==> src/rtl/reg_bus_arbiter.sv <==
// reg_bus_arbiter
// Shares one device register bus between two requesters. Port 0 is the
// AXI4-Lite register bridge and port 1 is the local sensor/LCD init sequencer.
// The arbiter runs one register transaction at a time. It issues a single-cycle
// write or read strobe on the device bus, then returns a one-cycle response
// pulse to the port that won.
//
// Parameters
//   RD_LAT     : cycles from the dev_rvalid_o strobe to valid dev_rdata_i (1..15)
//   FIXED_PRIO : 0 = round-robin on contention, 1 = port 0 always wins
//
// Ports
//   clk_i, rst_n_i             : clock, synchronous active-low reset
//   pN_req_valid_i/ready_o     : request handshake (ready only in IDLE, for the granted port)
//   pN_req_wr_i/index_i/cmd_i/wdata_i/be_i : request fields, sampled at accept
//   pN_rsp_valid_o/rsp_rdata_o : one-cycle response pulse; rdata is 0 for writes
//                                and holds until the next response on that port
//   dev_index_o/cmd_o/wdata_o/wvalid_be_o  : registered device bus fields
//   dev_wvalid_o/dev_rvalid_o  : one-cycle write/read strobes
//   dev_rdata_i                : device read data, valid RD_LAT cycles after the read strobe
//   busy_o                     : high whenever a transaction is in progress
module reg_bus_arbiter #(
  parameter int RD_LAT     = 2,
  parameter bit FIXED_PRIO = 1'b0
) (
  input  logic        clk_i,
  input  logic        rst_n_i,

  input  logic        p0_req_valid_i,
  output logic        p0_req_ready_o,
  input  logic        p0_req_wr_i,
  input  logic [7:0]  p0_req_index_i,
  input  logic [7:0]  p0_req_cmd_i,
  input  logic [31:0] p0_req_wdata_i,
  input  logic [3:0]  p0_req_be_i,
  output logic        p0_rsp_valid_o,
  output logic [31:0] p0_rsp_rdata_o,

  input  logic        p1_req_valid_i,
  output logic        p1_req_ready_o,
  input  logic        p1_req_wr_i,
  input  logic [7:0]  p1_req_index_i,
  input  logic [7:0]  p1_req_cmd_i,
  input  logic [31:0] p1_req_wdata_i,
  input  logic [3:0]  p1_req_be_i,
  output logic        p1_rsp_valid_o,
  output logic [31:0] p1_rsp_rdata_o,

  output logic [7:0]  dev_index_o,
  output logic [7:0]  dev_cmd_o,
  output logic [31:0] dev_wdata_o,
  output logic [3:0]  dev_wvalid_be_o,
  output logic        dev_wvalid_o,
  output logic        dev_rvalid_o,
  input  logic [31:0] dev_rdata_i,
  output logic        busy_o
);

  typedef enum logic [1:0] {IDLE, ISSUE, RD_WAIT, RESP} state_t;

  // The read wait counter starts at RD_LAT-1 in the cycle after the strobe.
  // It reaches zero exactly in the cycle strobe+RD_LAT, which is the cycle
  // in which dev_rdata_i is sampled.
  localparam logic [3:0] CNT_LOAD = 4'(RD_LAT - 1);

  state_t      state;
  logic        rr_last;
  logic        gnt_q;
  logic        wr_q;
  logic [3:0]  cnt;

  logic        any_req;
  logic        gnt;
  logic        accept;
  logic        sel_wr;
  logic [7:0]  sel_index;
  logic [7:0]  sel_cmd;
  logic [31:0] sel_wdata;
  logic [3:0]  sel_be;
  logic        rsp_fire;
  logic [31:0] rsp_data;

  always_comb begin
    any_req = p0_req_valid_i | p1_req_valid_i;
    // On contention the winner is the port that did not win last time, or
    // port 0 under fixed priority. With one requester, that requester wins.
    if (p0_req_valid_i && p1_req_valid_i) begin
      gnt = FIXED_PRIO ? 1'b0 : ~rr_last;
    end else begin
      gnt = p1_req_valid_i;
    end
    // Ready is gated by reset so neither port sees an accept while held in reset.
    accept    = rst_n_i && (state == IDLE) && any_req;
    sel_wr    = gnt ? p1_req_wr_i    : p0_req_wr_i;
    sel_index = gnt ? p1_req_index_i : p0_req_index_i;
    sel_cmd   = gnt ? p1_req_cmd_i   : p0_req_cmd_i;
    sel_wdata = gnt ? p1_req_wdata_i : p0_req_wdata_i;
    sel_be    = gnt ? p1_req_be_i    : p0_req_be_i;
    // A write responds straight after its strobe. A read responds once the
    // wait counter has expired.
    rsp_fire  = ((state == ISSUE) && wr_q) || ((state == RD_WAIT) && (cnt == 4'd0));
    rsp_data  = (state == RD_WAIT) ? dev_rdata_i : 32'h0;
  end

  assign p0_req_ready_o = accept & ~gnt;
  assign p1_req_ready_o = accept & gnt;

  always_ff @(posedge clk_i) begin
    if (!rst_n_i) begin
      state           <= IDLE;
      rr_last         <= 1'b1;
      gnt_q           <= 1'b0;
      wr_q            <= 1'b0;
      cnt             <= 4'd0;
      dev_index_o     <= 8'h0;
      dev_cmd_o       <= 8'h0;
      dev_wdata_o     <= 32'h0;
      dev_wvalid_be_o <= 4'h0;
      dev_wvalid_o    <= 1'b0;
      dev_rvalid_o    <= 1'b0;
      busy_o          <= 1'b0;
      p0_rsp_valid_o  <= 1'b0;
      p0_rsp_rdata_o  <= 32'h0;
      p1_rsp_valid_o  <= 1'b0;
      p1_rsp_rdata_o  <= 32'h0;
    end else begin
      // Strobes and response valids are single-cycle pulses.
      dev_wvalid_o   <= 1'b0;
      dev_rvalid_o   <= 1'b0;
      p0_rsp_valid_o <= 1'b0;
      p1_rsp_valid_o <= 1'b0;

      case (state)
        IDLE: begin
          if (accept) begin
            dev_index_o     <= sel_index;
            dev_cmd_o       <= sel_cmd;
            dev_wdata_o     <= sel_wdata;
            dev_wvalid_be_o <= sel_be;
            dev_wvalid_o    <= sel_wr;
            dev_rvalid_o    <= ~sel_wr;
            gnt_q           <= gnt;
            wr_q            <= sel_wr;
            rr_last         <= gnt;
            busy_o          <= 1'b1;
            state           <= ISSUE;
          end
        end
        ISSUE: begin
          if (wr_q) begin
            state <= RESP;
          end else begin
            cnt   <= CNT_LOAD;
            state <= RD_WAIT;
          end
        end
        RD_WAIT: begin
          if (cnt == 4'd0) begin
            state <= RESP;
          end else begin
            cnt <= cnt - 4'd1;
          end
        end
        RESP: begin
          busy_o <= 1'b0;
          state  <= IDLE;
        end
        default: state <= IDLE;
      endcase

      // The response lands in the RESP cycle. Only the granted port's rdata
      // register is updated; the other port keeps its previous value.
      if (rsp_fire) begin
        if (gnt_q) begin
          p1_rsp_valid_o <= 1'b1;
          p1_rsp_rdata_o <= rsp_data;
        end else begin
          p0_rsp_valid_o <= 1'b1;
          p0_rsp_rdata_o <= rsp_data;
        end
      end
    end
  end

endmodule

==> config.mk <==
export PLATFORM = sky130hd
export DESIGN_NAME = reg_bus_arbiter
export DESIGN_NICKNAME = d
export VERILOG_FILES = /design/src/rtl/reg_bus_arbiter.sv
export SDC_FILE = /design/constraint.sdc
export NUM_CORES = 1
export LEC_CHECK = 0
export ABC_AREA = 1
export CELL_PAD_IN_SITES_DETAIL_PLACEMENT = 0
export CELL_PAD_IN_SITES_GLOBAL_PLACEMENT = 1
export CORE_UTILIZATION = 31
export CTS_CLUSTER_DIAMETER = 200
export DETAILED_ROUTE_END_ITERATION = 6
export PLACE_DENSITY = 0.88
export SETUP_SLACK_MARGIN = 0.15
export SLEW_MARGIN = 10
export SYNTH_ARGS = -nofsm -noshare
export SYNTH_HDL_FRONTEND = slang
export SYNTH_SLANG_ARGS = --single-unit
==> constraint.sdc <==
create_clock -name clk_i -period 4.67 [get_ports clk_i]
set_input_delay 0.467 -clock clk_i [delete_from_list [all_inputs] [get_ports clk_i]]
set_output_delay 0.467 -clock clk_i [all_outputs]
set_load 0.005 [all_outputs]
==> out/qor.txt, run 1 <==
Run status: complete, no violations
Cells after DPL: 1320
Leak: 3.70 nW
Fillcell total: 1889
RSZ-0062 raised after global routing: no
Crit path largest cell delay: 0.52 ns
CP bufs+invs: 3
H-Tree Depth: 4
HP Class: reg -> reg
Die X: 140 um
Vias per cell: 4.55
Post-Synthesis Cells: 880
Worst-margin pin slew: 1.12 ns
PostCTS Resize Cnt: 0
Root buf cell: clkbuf_16
Gr ovfl total: 0
Clock share of power: 0.314
Met3 global-route usage: 0.0434
Critical-path cell list: inv_1, ha_1, nand2_1, inv_1, nand2_2, nor2_1, clkdlybuf4s50_1
Worst Skew: 0.00637 ns
Total Wirelength: 18400 um
Hold Slack: 0.461 ns
CTS Hold Bufs: 0
#FFs+latches synth: 130
Syn Nets: 1027
Startpoint types: register
Critical path's top delay family: buffers and inverters
Maxcap violations: 0
Cell mode on critical path: inv_1
Final setup TNS: 0 ns
CP endpoint kind: primary output
Layout Nets: 1252
Multi-input gate area: 2870 um2
Final slew viol count: 0
Synth Warn #: 0
Fin util: 0.488
FP Rows: 50
Drt initial violations: 392
Fin. Hold Viols: 0
Total CTS buffers: 17
Kind of critical path: reg -> out
Most common cell after layout, fill and taps aside: nand2_1
Vias: 6156
Max Clk Rate: 365 MHz
Slew headroom: 0.254
Starting Density: 0.317
Synth cell types: 26
Ant diodes: 0
Area delta synth->final: 54.0%
Int Pwr: 2.99 mW
DP HPWL: 12200 um
Max rail drop VDD: 0.248 mV
NetSw: 1.48 mW
Clk Latency, worst-skew pair: 0.42 ns
Die boundary height: 140 um
Most frequent cells in the layout: 387 x nand2_1, 263 x clkdlybuf4s50_1, 129 x dfxtp_1
Vias in the first global route: 5735
Pre-antenna DRT Iters: 4
Switch share: 0.331
Fin crit period: 2.74 ns
Sequential cell area: 2600 um2
Initial antenna violation count: 0
Final RePlAce weighted congestion: 0.813
I/O Pins: 265
Seq pwr share: 0.327
Pin count of the biggest net entering global routing: 72
Design area: 9160 um2
Pwr Density: 488 nW/um2
Post-DRT Antenna Nets: 0
Core footprint: 18800 um2
Remaining DRCs: 0
Clock tree buffer depth: 2
Crit path max fanout: 25
Buffers on Ports: 264
Clock slew at reported path FFs: 0.06 ns
Post-Syn Area: 5940 um2
Global route hottest layer: met2
M2 GR Usage: 0.317
Critical path's slowest cell: clkdlybuf4s50_1
Global Route Usage Sum: 0.187
WL per Instance: 13.6 um
TritonCTS Sinks: 130
Fin crit share: 0.587
Postcts setup bufs: 0
M1 GR Usage: 0.227
Syn Area/Cell: 6.76 um2
Critical Path RT: 4.20 ns
First-pass GRT wire length: 29300 um
Register area share after synthesis: 0.438
CTS tree: done
Post-Layout Cell Count: 1352
# setup viols final: 0
Worst EP arrival: 2.27 ns
Placed Area: 8530 um2
Logic pwr share: 0.359
Die area: 19700 um2
Layout cells sized above 1: 0.0555
## logic make-up after synthesis
| family | after synthesis | synth area share |
|---|---|---|
| and+or+nand+nor | 535 | 0.357 |
| DFF | 130 | 0.438 |
| AOI/OAI and AO/OA | 126 | 0.113 |
| buffers and inverters | 83 | 0.0808 |
| adders and majority gates | 5 | 0.0105 |
| xor gates and xnor gates | 1 | 0.00147 |
## state kept, by name, indices dropped and copies added, names as in the netlist
signal	cells
rr_last	1
gnt_q	1
wr_q	1
p0_rsp_rdata_o	32
busy_o	1
state	2
dev_wdata_o	32
dev_wvalid_o	1
cnt	4
dev_wvalid_be_o	4
p1_rsp_valid_o	1
p1_rsp_rdata_o	32
dev_index_o	8
p0_rsp_valid_o	1
dev_cmd_o	8
dev_rvalid_o	1
## cell type report
| class | count | share of cell area |
|---|---|---|
| Inverter | 16 | 0.00683 |
| Multi-Input combinational cell | 667 | 0.313 |
| Tap cell | 234 | 0.0320 |
| Timing Repair Buffer | 273 | 0.295 |
| Sequential cell | 130 | 0.284 |
| Clock buffer | 18 | 0.0480 |
| Clock inverter | 14 | 0.0204 |
## worst paths after layout
path                         from           endpoint  slack, ns  cells past startpoint
setup / recovery         state[0]     p0_req_ready_o       1.93                      7
hold / removal    dev_wdata_o[19]    dev_wdata_o[19]       0.46                      2
setup reg to reg         state[0]  p0_rsp_rdata_o[5]       2.06                      9
hold reg to reg   dev_wdata_o[19]    dev_wdata_o[19]       0.46                      2
## power groups by stage
stage          sequential [mW]  clock, mW  combinational (mW)
2_1_floorplan             1.49          0               0.979
3_3_place_gp              1.48          0                1.61
3_5_place_dp              1.48          0                1.62
4_1_cts                   1.46       1.44                1.62
5_1_grt                   1.49       1.50                1.80
6_report                  1.46       1.41                1.60
## cells in the mapped netlist, drive strengths merged
cell | number | area (um2)
nand2 | 390 | 1470
dfxtp | 130 | 2600
a21oi | 124 | 658
nor2 | 72 | 273
nand3 | 70 | 355
buf | 53 | 365
inv | 15 | 58.8
clkbuf | 14 | 52.6
ha | 5 | 62.6
clkinv | 1 | 3.75
nand3b | 1 | 7.51
nand4 | 1 | 6.26
o21ai | 1 | 5.00
o31ai | 1 | 7.51
or2 | 1 | 6.26
xor2 | 1 | 8.76
## worst min-delay path, cell delays in order, from the launching register on
cell and delay [ns]:
dfxtp_1 0.30, nand2_1 0.06, a21oi_1 0.05
## per-layer routing
metal / vias up / routed length (um)
li1: 3247 / -
met1: 2710 / 8100
met2: 167 / 8900
met3: 32 / 904
met4: 0 / 506
met5: - / 0
## stage by stage
stage	total power, mW	setup slack [ns]
3_3_place_gp	3.08	2.04
5_1_grt	4.78	1.74
3_5_place_dp	3.10	2.04
4_1_cts	4.52	1.91
2_1_floorplan	2.47	3.07
6_report	4.47	1.93
Note: power is estimated with default switching activity, not from simulation.
==> inputs of run 2 (changes only) <==
--- a/config.mk
+++ b/config.mk
@@ -8,10 +8,10 @@
 export ABC_AREA = 1
 export CELL_PAD_IN_SITES_DETAIL_PLACEMENT = 0
 export CELL_PAD_IN_SITES_GLOBAL_PLACEMENT = 1
-export CORE_UTILIZATION = 31
+export CORE_UTILIZATION = 28
 export CTS_CLUSTER_DIAMETER = 200
 export DETAILED_ROUTE_END_ITERATION = 6
-export PLACE_DENSITY = 0.88
+export PLACE_DENSITY = 0.81
 export SETUP_SLACK_MARGIN = 0.15
 export SLEW_MARGIN = 10
 export SYNTH_ARGS = -nofsm -noshare
==> constraint.sdc (replaced) <==
create_clock -name clk_i -period 2.59 [get_ports clk_i]
set_input_delay 0.259 -clock clk_i [delete_from_list [all_inputs] [get_ports clk_i]]
set_output_delay 0.259 -clock clk_i [all_outputs]
set_load 0.005 [all_outputs]
==> run 2 against run 1 <==
Against the previous run:
- die area grew 11%
- largest power group unchanged
- routed wire length grew 3.4%
- flip-flop and latch count is the same
- final cell count grew 3.0%
- critical endpoint unchanged
- register-to-register slack lost 1.5 ns
- critical path type unchanged
- global-route usage shrank 1.4 points
==> out/qor.txt, run 2 (synthesis results as in run 1) <==
Worst Skew: 0.00666 ns
CTS tree: done
Global Route Usage Sum: 0.173
Clock tree buffer depth: 2
Buffers on Ports: 264
Postcts setup bufs: 0
Pin count of the biggest net entering global routing: 68
Die area: 21800 um2
Drt initial violations: 273
Slew headroom: 0.491
Starting Density: 0.290
# setup viols final: 0
Pwr Density: 857 nW/um2
WL per Instance: 13.7 um
H-Tree Depth: 4
Layout cells sized above 1: 0.0597
Area delta synth->final: 54.8%
Crit path largest cell delay: 0.51 ns
Max Clk Rate: 438 MHz
Final slew viol count: 0
Cells after DPL: 1362
Critical path's slowest cell: clkdlybuf4s50_1
Power consumption: 7.88 mW
CP endpoint kind: primary output
Worst-margin pin slew: 0.763 ns
FP Rows: 52
Ant diodes: 0
I/O Pins: 265
Vias per cell: 4.44
Most common cell after layout, fill and taps aside: nand2_1
Fin crit period: 2.28 ns
Cell mode on critical path: inv_1
Kind of critical path: reg -> out
Run status: complete, no violations
Pre-antenna DRT Iters: 4
Startpoint types: register
Leak: 3.69 nW
Critical-path cell list: inv_1, ha_1, nand2_1, inv_1, nand2_4, nor2_1, clkdlybuf4s50_1
DP HPWL: 13000 um
CP startpoint: state[0]
Post-DRT Antenna Nets: 0
Total Wirelength: 19000 um
Clk Latency, worst-skew pair: 0.41 ns
Maxcap violations: 0
Vias: 6181
Fin crit share: 0.882
Max rail drop VDD: 0.413 mV
Final setup TNS: 0 ns
TritonCTS Sinks: 130
Gr ovfl total: 0
CTS Hold Bufs: 0
Multi-input gate area: 2870 um2
Fin. Hold Viols: 0
Critical Path RT: 2.33 ns
Critical path's top delay family: buffers and inverters
Remaining DRCs: 0
Biggest registers after layout: dev_wdata_o: 32 flops, p0_rsp_rdata_o: 32 flops, p1_rsp_rdata_o: 32 flops
R2R Path Start: state[0]
First-pass GRT wire length: 29700 um
Layout Nets: 1258
Fin util: 0.449
Clock slew at reported path FFs: 0.06 ns
Sequential cell area: 2600 um2
Total CTS buffers: 17
Initial antenna violation count: 0
Final RePlAce weighted congestion: 0.750
RSZ-0062 raised after global routing: no
CP bufs+invs: 3
Post-Layout Cell Count: 1393
Design area: 9200 um2
Worst EP arrival: 2.02 ns
Core footprint: 20500 um2
Die boundary height: 148 um
Fillcell total: 2127
Crit path max fanout: 14
Most frequent cells in the layout: 387 x nand2_1, 263 x clkdlybuf4s50_1, 129 x dfxtp_1
Root buf cell: clkbuf_16
Die X: 148 um
Vias in the first global route: 5622
Hold Startpoint: rst_n_i
HP Class: in -> reg
Placed Area: 8650 um2
## run 2: cell types whose count changed in the layout (fill, tap and decap cells not counted), sizes merged
cell,delta
clkinvlp,+3
inv,+3
clkbuf,+1
clkinv,-5
buf,+6
bufinv,-3
## run 2: area by class of cell
type	count	area share
Clock buffer	19	0.0481
Tap cell	270	0.0367
Inverter	16	0.00680
Sequential cell	130	0.283
Clock inverter	12	0.0118
Multi-Input combinational cell	667	0.312
Timing Repair Buffer	279	0.302
## run 2: path summary, 6_finish.rpt
kind	end	slack, ns	cells after the start
hold reg to reg	dev_wvalid_be_o[3]	0.46	2
hold / removal	rr_last	0.31	5
setup reg to reg	dev_wdata_o[12]	0.58	9
setup / recovery	p0_req_ready_o	0.31	7
## run 2: what timing repair did
| action | 4_1_cts | 5_1_grt |
|---|---|---|
| endpoints found under the hold margin | 0 | 0 |
| endpoints found under the setup margin | 0 | 1 |
| gates resized for setup | 0 | 1 |
## run 2: routing by layer
layer,share of wire,wire length (um),global-route usage
met4,0.022,424,0.0670
met5,0,0,0
met2,0.49,9270,0.288
met3,0.043,822,0.0426
met1,0.45,8530,0.214
## run 2: report_power, final
part | internal (mW) | switching (mW)
clock network | 1.34 | 0.921
registers | 2.41 | 0.222
logic | 1.42 | 1.57
## run 2: worst register-to-register path: cells and delay by family (launching register included)
kind                     cells  cell delay [ns]
buffers and inverters        4             0.80
flip-flops                   1             0.40
AND/OR/NAND/NOR              3             0.34
adder cells (fa/ha/maj)      1             0.23
AO/OA/AOI/OAI                1             0.15
## run 2: stage by stage
step / hold WS (ns) / worst slack, ns
global route: 0.332 / 0.156
global placement: 0.451 / 0.541
detailed placement: 0.454 / 0.478
CTS: 0.301 / 0.181
floorplan: 0.437 / 1.11
finish: 0.313 / 0.306
==> inputs of run 3 (changes only) <==
--- a/config.mk
+++ b/config.mk
@@ -8,6 +8,7 @@
 export ABC_AREA = 1
 export CELL_PAD_IN_SITES_DETAIL_PLACEMENT = 0
 export CELL_PAD_IN_SITES_GLOBAL_PLACEMENT = 1
+export CORE_MARGIN = 8
 export CORE_UTILIZATION = 28
 export CTS_CLUSTER_DIAMETER = 200
 export DETAILED_ROUTE_END_ITERATION = 6
==> run 3 against run 2 <==
Against the previous run:
- critical path depth stayed put
- first-iteration DRC count grew 16%
- final cell count grew 0.22%
- largest power group unchanged
- fmax is 0.47% higher
- via count is 0.18% higher
- clock power grew 7%
- global-route usage fell by 2.0 points
- clock-buffer cell count decreased by 1
- worst hold slack got worse by 0.0044 ns
- sequential share of layout area decreased by 0.077 points
- sequential power barely moved
==> out/qor.txt, run 3 (synthesis results as in run 1) <==
Run status: complete, no violations
H-Tree Depth: 4
Startpoint types: register
Most common cell after layout, fill and taps aside: nand2_1
Ant diodes: 0
Hold Path Cell Cnt: 3
Reg2Reg Setup Slack: 0.68 ns
Starting Density: 0.284
Worst Skew: 0.00654 ns
Pre-antenna DRT Iters: 5
HP Class: in -> reg
Clock tree buffer depth: 2
Remaining DRCs: 0
Pin count of the biggest net entering global routing: 68
Worst Reg2Reg Path Length in Cells: 8
Critical path's slowest cell: clkdlybuf4s50_1
Crit path max fanout: 14
CP endpoint kind: primary output
Cell mode on critical path: inv_1
First-pass GRT wire length: 32000 um
Initial antenna violation count: 0
Vias: 6192
Biggest registers after layout: dev_wdata_o: 32 flops, p0_rsp_rdata_o: 32 flops, p1_rsp_rdata_o: 32 flops
Post-Layout Cell Count: 1396
Total CTS buffers: 17
Worst EP arrival: 2.01 ns
Gr ovfl total: 0
CTS Hold Bufs: 0
Critical path's top delay family: buffers and inverters
PostCTS Resize Cnt: 0
Critical Path RT: 2.33 ns
I/O Pins: 265
Final slew viol count: 0
RSZ-0062 raised after global routing: no
Vias per cell: 4.44
Placed Area: 8630 um2
Die area: 26100 um2
Pwr Density: 868 nW/um2
Die X: 162 um
Kind of critical path: reg -> out
Postcts setup bufs: 0
Max rail drop VDD: 0.444 mV
# setup viols final: 0
Vias in the first global route: 5637
Global Route Usage Sum: 0.153
Worst-margin pin slew: 0.782 ns
Area delta synth->final: 55.2%
FP Rows: 53
Worst Hold Path EP: p1_rsp_valid_o
Layout cells sized above 1: 0.0589
TritonCTS Sinks: 130
Slew headroom: 0.479
Crit path largest cell delay: 0.51 ns
Design area: 9230 um2
CTS tree: done
Buffers on Ports: 264
R2R Path Start: cnt[0]
CP bufs+invs: 3
Critical-path cell list: inv_1, ha_1, nand2_1, inv_1, nand2_4, nor2_1, clkdlybuf4s50_1
Core footprint: 21000 um2
RR Endpoint: p1_rsp_rdata_o[17]
Fin crit period: 2.27 ns
Post-DRT Antenna Nets: 0
Final RePlAce weighted congestion: 0.778
Die boundary height: 162 um
DP HPWL: 14300 um
Total Wirelength: 20600 um
Leak: 3.70 nW
Max Clk Rate: 440 MHz
Clk Latency, worst-skew pair: 0.42 ns
Maxcap violations: 0
Fin. Hold Viols: 0
Hold Startpoint: rst_n_i
Clock slew at reported path FFs: 0.06 ns
Layout Nets: 1255
Fin crit share: 0.878
Drt initial violations: 318
Final setup TNS: 0 ns
Root buf cell: clkbuf_16
Cells after DPL: 1364
Most frequent cells in the layout: 387 x nand2_1, 263 x clkdlybuf4s50_1, 129 x dfxtp_1
Hold Slack: 0.308 ns
WL per Instance: 14.8 um
[run 3: changes by cell type in the layout (fill, tap and decap cells not counted)]
cell       change
bufinv_16      +1
clkbuf_1       -1
clkinv_2       -1
clkinv_4       +1
buf_4          -3
inv_8          +1
[run 3: final cells by class]
cell class                 instances  area [um2]
clock buffer                      18         439
clock inverter                    14         154
timing repair buffer             276        2750
tap                              275         344
inverter                          16        62.6
sequential                       130        2600
multi-input combinational        667        2870
fill                            2237       11700
[run 3: how the worst max path moves through the flow]
stage / slack (ns) / cells past startpoint / startpoint / to
after detailed placement: 0.53 / 6 / p1_req_valid_i / p0_req_ready_o
after CTS: 0.19 / 7 / state[0] / p0_req_ready_o
final: 0.32 / 7 / state[0] / p0_req_ready_o
after floorplan: 1.11 / 9 / state[0] / p1_rsp_rdata_o[19]
after global placement: 0.52 / 8 / p1_req_valid_i / dev_wdata_o[30]
after global routing: 0.18 / 7 / state[0] / p0_req_ready_o
[run 3: worst register-to-register path: cells and delay by family, from the launching register on]
family | cells | cell delay, ns
AND/OR/NAND/NOR | 5 | 0.79
buffers and inverters | 2 | 0.49
flip-flops | 1 | 0.31
adder cells (fa/ha/maj) | 1 | 0.24
[run 3: report_power, final]
| group | switching, mW | total, mW | internal, mW |
|---|---|---|---|
| clock | 0.964 | 2.42 | 1.45 |
| sequential | 0.220 | 2.63 | 2.41 |
| combinational | 1.57 | 2.96 | 1.39 |
[run 3: layer usage]
layer / global-route usage / vias to the layer above / share of wire
li1: - / 3248 / -
met1: 0.180 / 2771 / 0.42
met2: 0.269 / 152 / 0.51
met3: 0.0375 / 21 / 0.056
met4: 0.0480 / 0 / 0.015
met5: 0 / - / 0
[run 3: per-stage QoR]
stage,worst slack [ns],power [mW],utilization
2_1_floorplan,1.11,4.45,-
3_3_place_gp,0.525,5.66,0.412
3_5_place_dp,0.531,5.66,0.412
4_1_cts,0.191,8.14,0.440
5_1_grt,0.180,8.57,0.440
6_report,0.317,8.01,0.440
